==> config.mk <==
export PLATFORM = sky130hd
export DESIGN_NAME = eim_bus_front
export DESIGN_NICKNAME = d
export VERILOG_FILES = /design/src/rtl/eim_bus_front.sv
export SDC_FILE = /design/constraint.sdc
export NUM_CORES = 1
export LEC_CHECK = 0
export CORE_ASPECT_RATIO = 1.25
export CORE_MARGIN = 2
export CORE_UTILIZATION = 37
export CTS_BUF_LIST = sky130_fd_sc_hd__clkbuf_4 sky130_fd_sc_hd__clkbuf_8
export CTS_CLUSTER_DIAMETER = 150
export DETAILED_ROUTE_END_ITERATION = 16
export SKIP_LAST_GASP = 1
export SYNTH_ARGS = -nofsm -noshare
export SYNTH_HDL_FRONTEND = slang
export SYNTH_SLANG_ARGS = --single-unit
==> constraint.sdc <==
create_clock -name clk -period 6.95 [get_ports clk]
set_input_delay 1.0425 -clock clk [delete_from_list [all_inputs] [get_ports clk]]
set_output_delay 1.0425 -clock clk [all_outputs]
set_load 0.02 [all_outputs]
==> src/rtl/eim_bus_front.sv <==
// EIM bus front end: synchronizes the i.MX EIM pins into clk and
// sequences each bus cycle into single-cycle register-file strobes.
module eim_bus_front #(
  parameter int ADDR_W      = 8,
  parameter int DATA_W      = 8,
  parameter int SYNC_STAGES = 2,
  parameter int TIMEOUT     = 255
) (
  input  logic              clk,
  input  logic              rst,
  input  logic              eim_cs0_n,
  input  logic              eim_lba_n,
  input  logic              eim_wr_n,
  input  logic              eim_oe_n,
  input  logic [DATA_W-1:0] da_in,
  output logic              wr_stb,
  output logic [ADDR_W-1:0] wr_addr,
  output logic [DATA_W-1:0] wr_data,
  output logic              rd_stb,
  output logic [ADDR_W-1:0] rd_addr,
  input  logic [DATA_W-1:0] rd_data,
  output logic [DATA_W-1:0] dout,
  output logic              da_t,
  output logic              eim_wait_n,
  output logic              err_timeout
);

  localparam int CW = $clog2(TIMEOUT + 1);

  typedef enum logic [2:0] {
    IDLE,
    ADDR,
    CMD,
    FETCH,
    READ,
    WRITE
  } state_t;

  state_t state, nxt;

  logic [SYNC_STAGES-1:0][3:0]        ctl_sync;
  logic [SYNC_STAGES-1:0][DATA_W-1:0] da_sync;
  logic [3:0]                         ctl_hist;
  logic [3:0]                         ctl;
  logic [DATA_W-1:0]                  da_s;

  logic cs_s, lba_s, wr_s, oe_s;
  logic cs_rise, lba_rise, wr_rise, oe_rise, lba_fall;

  logic [CW-1:0]     cnt;
  logic              at_limit;
  logic              counting;
  logic [ADDR_W-1:0] addr;
  logic [DATA_W-1:0] wdata;
  logic              rd_req;
  logic              wr_go;
  logic              tmo;

  // Data rides a chain of the same depth so it stays aligned with controls.
  always_ff @(posedge clk or posedge rst) begin
    if (rst) begin
      ctl_sync <= '1;
      da_sync  <= '0;
      ctl_hist <= '1;
    end else begin
      ctl_sync <= {ctl_sync[SYNC_STAGES-2:0],
                   {eim_cs0_n, eim_lba_n, eim_wr_n, eim_oe_n}};
      da_sync  <= {da_sync[SYNC_STAGES-2:0], da_in};
      ctl_hist <= ctl_sync[SYNC_STAGES-1];
    end
  end

  assign ctl  = ctl_sync[SYNC_STAGES-1];
  assign da_s = da_sync[SYNC_STAGES-1];

  assign cs_s  = ctl[3];
  assign lba_s = ctl[2];
  assign wr_s  = ctl[1];
  assign oe_s  = ctl[0];

  assign cs_rise  = ctl[3] & ~ctl_hist[3];
  assign lba_rise = ctl[2] & ~ctl_hist[2];
  assign wr_rise  = ctl[1] & ~ctl_hist[1];
  assign oe_rise  = ctl[0] & ~ctl_hist[0];
  assign lba_fall = ~ctl[2] & ctl_hist[2];

  assign at_limit = (cnt == CW'(TIMEOUT - 1));
  assign counting = (state == ADDR) || (state == CMD) ||
                    (state == WRITE) || (state == READ);

  always_comb begin
    nxt    = state;
    rd_req = 1'b0;
    wr_go  = 1'b0;
    tmo    = 1'b0;
    unique case (state)
      IDLE: begin
        if (!cs_s && !lba_s) nxt = ADDR;
      end
      ADDR: begin
        if (cs_rise) nxt = IDLE;
        else if (lba_rise) begin
          rd_req = 1'b1;
          nxt    = FETCH;
        end else if (at_limit) tmo = 1'b1;
      end
      FETCH: begin
        nxt = cs_rise ? IDLE : CMD;
      end
      CMD: begin
        if (cs_rise) nxt = IDLE;
        else if (!wr_s) nxt = WRITE;
        else if (!oe_s) nxt = READ;
        else if (lba_fall) nxt = ADDR;
        else if (at_limit) tmo = 1'b1;
      end
      WRITE: begin
        if (wr_rise) begin
          wr_go = 1'b1;
          nxt   = cs_rise ? IDLE : CMD;
        end else if (cs_rise) nxt = IDLE;
        else if (at_limit) tmo = 1'b1;
      end
      READ: begin
        if (cs_rise) nxt = IDLE;
        else if (oe_rise) nxt = CMD;
        else if (at_limit) tmo = 1'b1;
      end
      default: nxt = IDLE;
    endcase
    if (tmo) nxt = IDLE;
  end

  // The read is issued combinationally so rd_data lands during FETCH.
  assign rd_stb  = rd_req;
  assign rd_addr = addr;

  always_ff @(posedge clk or posedge rst) begin
    if (rst) begin
      state       <= IDLE;
      cnt         <= '0;
      addr        <= '0;
      wdata       <= '0;
      wr_stb      <= 1'b0;
      wr_addr     <= '0;
      wr_data     <= '0;
      dout        <= '0;
      da_t        <= 1'b1;
      eim_wait_n  <= 1'b1;
      err_timeout <= 1'b0;
    end else begin
      state <= nxt;
      if (nxt != state) cnt <= '0;
      else if (counting) cnt <= cnt + 1'b1;
      if (state == ADDR && !lba_s) addr <= ADDR_W'(da_s);
      if (state == WRITE && !wr_s) wdata <= da_s;
      wr_stb <= wr_go;
      if (wr_go) begin
        wr_addr <= addr;
        wr_data <= wdata;
      end
      if (state == FETCH) dout <= rd_data;
      eim_wait_n <= ~rd_req;
      da_t       <= ~((nxt == READ) && !oe_s);
      if (tmo) err_timeout <= 1'b1;
    end
  end

endmodule

==> out/results.tsv <==
stage	metric	value	unit
status	outcome	complete, no violations	
setup_path	reg2reg_from	state[1]$_DFF_PP0_	
synth	syn_inst	209	
setup_path	cp_data_arrival_time	2420	ps
grt	track_usage	13.0	%
timing	fin_ws	3490	ps
timing	relSlewSlack	32.6	%
final_layout	multi_input_area	1050	um^2
clock_network	cts_setup_buffers	0	
die	num_rows	37	
synth	synth-seq-cells	83	
drt	wl_per_cell	14.6	um
synth	yosys_warnings	0	
drt	detail_route.vias_per_cell	4.91	
timing	period_minus_slack	3460	ps
timing	rsz0062_at_grt	false	
timing	fmax	289	MHz
drt	antenna_left	0	
clock_network	cts_sinks	83	
synth	ys_seq_area_share	65.6	%
setup_path	start_kind	flip-flop	
grt	antenna_found_initial	0	
placed_design	portBuffers	58	
synth	syn_area	3190	um^2
die	die-area	9390	um^2
setup_path	cp-end-kind	output port	
die	die_w	87.1	um
final_layout	nFillCells	715	
final_layout	seq_area	2090	um^2
synth	synth_nets	233	
drt	drt-initial-drc-count	140	
clock_network	cts_buffers	9	
clock_network	ctsHoldBuffers	0	
drt	drcViolationCount	0	
run	cap_violations	0	
drt	drt_wl_total	5520	um
worst_hold_path	hold_path_class	flip-flop to flip-flop	
clock_network	cts_resized	0	
worst_hold_path	whs_endpoint	ctl[3]$_DFF_PP1_	
clock_network	clock_latency	350	ps
timing	setup_violations	0	
final_layout	drive_above_1_share	31.0	%
setup_path	reg2reg_to	cnt[5]$_DFFE_PP0P_	
clock_network	root_buffer	clkbuf_8	
timing	setup-tns-final	0	ps
die	start_util	38.5	%
final_layout	syn_to_final_growth	27.6	%
worst_hold_path	min_path_cells	0	
timing	final.period_utilization	49.8	%
timing	final_hold_viol_count	0	
placed_design	place_area	3870	um^2
placed_design	hpwl	3670	um
power	vdd_drop_max	172	uV
drt	dr.pass1.iters	4	
setup_path	reg2reg_slack	4630	ps
clock_network	h-tree-depth	3	
drt	via_count	1857	
clock_network	path_clk_slew	80	ps
worst_hold_path	hold_start	ctl_sync[3]$_DFF_PP1_	
placed_design	pre_cts_slack	3860	ps
setup_path	critPathKind	flip-flop to output port	
synth	synth_area_per_cell	15.3	um^2
timing	worstMarginPinSlew	1010	ps
grt	grt_pass1_wl	9100	um
setup_path	reg2regPathDepth	6	
timing	slew_viol_final	0	
die	dieHeight	108	um
setup_path	critical_path_required	5910	ps
timing	fin_worst_skew	8.45	ps
grt	grt_max_degree	84	
power	power.density	373	nW/um^2
clock_network	clk_path_buf_depth	2	
final_layout	final_area	4070	um^2
grt	grt_pass1_vias	1876	
die	ios	59	
placed_design	gp_congestion	0.836	
synth	yosysUniqueCellTypes	44	
final_layout	diodes	0	
setup_path	crit_fanout	10	
grt	grt_remaining_overflow	0	
final_layout	layout.nets	300	
power	p_leak	1.75	nW
clock_network	cts_tree	built	
die	fp.coreArea	8290	um^2
## area by class of cell
class / count / area share [%]
Multi-Input combinational cell: 119 / 25.8
Sequential cell: 83 / 51.4
Clock inverter: 6 / 1.60
Clock buffer: 10 / 3.23
Timing Repair Buffer: 60 / 14.6
Inverter: 3 / 0.307
Tap cell: 97 / 2.98
## routing by layer
metal  track usage [%]  wire length [um]  up-vias
li1                  -                 -      868
met1              16.0              2420      936
met2              20.1              2760       43
met3              3.60               196       10
met4              7.70               136        0
met5                 0                 0        -
## cells in the final DEF (no fill, tap or decap), types with 2 or more instances in the layout
cell	Yosys	final
and3_2	2	2
dfstp_2	14	14
xnor2_1	4	4
dfrtp_1	69	69
nor2b_1	6	6
xor2_1	4	4
nor3b_1	2	2
nand2_1	9	9
inv_1	3	2
buf_4	1	2
nor2_1	6	6
clkinv_2	0	3
nand4_1	3	3
clkbuf_8	0	9
clkdlybuf4s50_1	0	58
nand2b_1	3	3
mux2_2	40	40
nor3_1	11	11
o21ai_0	2	2
ha_1	2	2
## registers in the layout, summed over array words and instances, names as in the netlist, 3 cells and up
name      flops
state         3
da_s          8
cnt           8
rd_addr       8
dout          8
wr_data       8
wr_addr       8
ctl_hist      4
ctl_sync      4
wdata         8
ctl           4
da_sync       8
## cell families after synthesis
logic type / after synthesis / share of synthesized area, %
flops: 83 / 65.6
simple gates: 55 / 10.3
mux: 40 / 14.1
compound gates: 12 / 4.12
xor+xnor: 10 / 3.57
buf+inv: 7 / 1.45
fa+ha+maj: 2 / 0.784
## power breakdown
group / internal (mW) / leakage, nW / switching (mW)
registers: 0.593 / 1.03 / 0.0761
logic: 0.264 / 0.622 / 0.245
clock network: 0.171 / 0.100 / 0.171
total: 1.03 / 1.75 / 0.491
## worst max-delay path, cell delays in order (launching register included)
cell and delay (ps):
dfrtp_1 600, or3b_1 490, or2_2 340, inv_1 60, clkdlybuf4s50_1 590
## worst max path at each step
| stage | startpoint | endpoint | cells past startpoint |
|---|---|---|---|
| 3_5_place_dp | state[0]$_DFF_PP0_ | rd_stb | 4 |
| 2_1_floorplan | rst | cnt[0]$_DFFE_PP0P_ | 1 |
| 5_1_grt | state[0]$_DFF_PP0_ | rd_stb | 4 |
| 4_1_cts | state[0]$_DFF_PP0_ | rd_stb | 4 |
| 3_3_place_gp | state[0]$_DFF_PP0_ | rd_stb | 4 |
| 6_report | state[0]$_DFF_PP0_ | rd_stb | 4 |
## Yosys cell counts (all sizes together)
master / n / share of area (%)
dfstp: 14 / 12
or3b: 1 / 0.27
o22ai: 1 / 0.63
or2: 1 / 0.20
nand2b: 3 / 0.59
and3: 2 / 0.47
xnor2: 5 / 1.6
nor3: 11 / 1.7
o311ai: 1 / 0.82
a21oi: 1 / 0.16
nand2: 9 / 1.1
and4: 1 / 0.35
a22o: 1 / 0.27
nor3b: 3 / 0.86
and3b: 2 / 0.71
a222oi: 1 / 0.31
o21a: 1 / 0.24
a31oi: 1 / 0.20
or2b: 1 / 0.24
o31a: 1 / 0.55
ha: 2 / 0.78
nor2: 8 / 1.3
mux2: 40 / 14
a2111o: 1 / 0.35
dfrtp: 69 / 54
and2: 1 / 0.20
o21ai: 2 / 0.31
nand3b: 1 / 0.24
xor2: 5 / 2.0
inv: 3 / 0.35
nand3: 1 / 0.16
nand4: 3 / 0.59
nor2b: 6 / 1.2
nor4b: 1 / 0.27
a311oi: 1 / 0.27
buf: 4 / 1.1
## metrics by stage
step | util [%] | power (mW) | hold slack (ps) | instances
after global routing | 49.1 | 1.61 | 359 | 378
after floorplan | - | 0.997 | 331 | 209
final | 49.1 | 1.52 | 349 | 378
after detailed placement | 46.8 | 1.20 | 336 | 362
after CTS | 49.1 | 1.55 | 351 | 378
after global placement | 46.8 | 1.19 | 332 | 362
(Power assumes the default switching activity.)
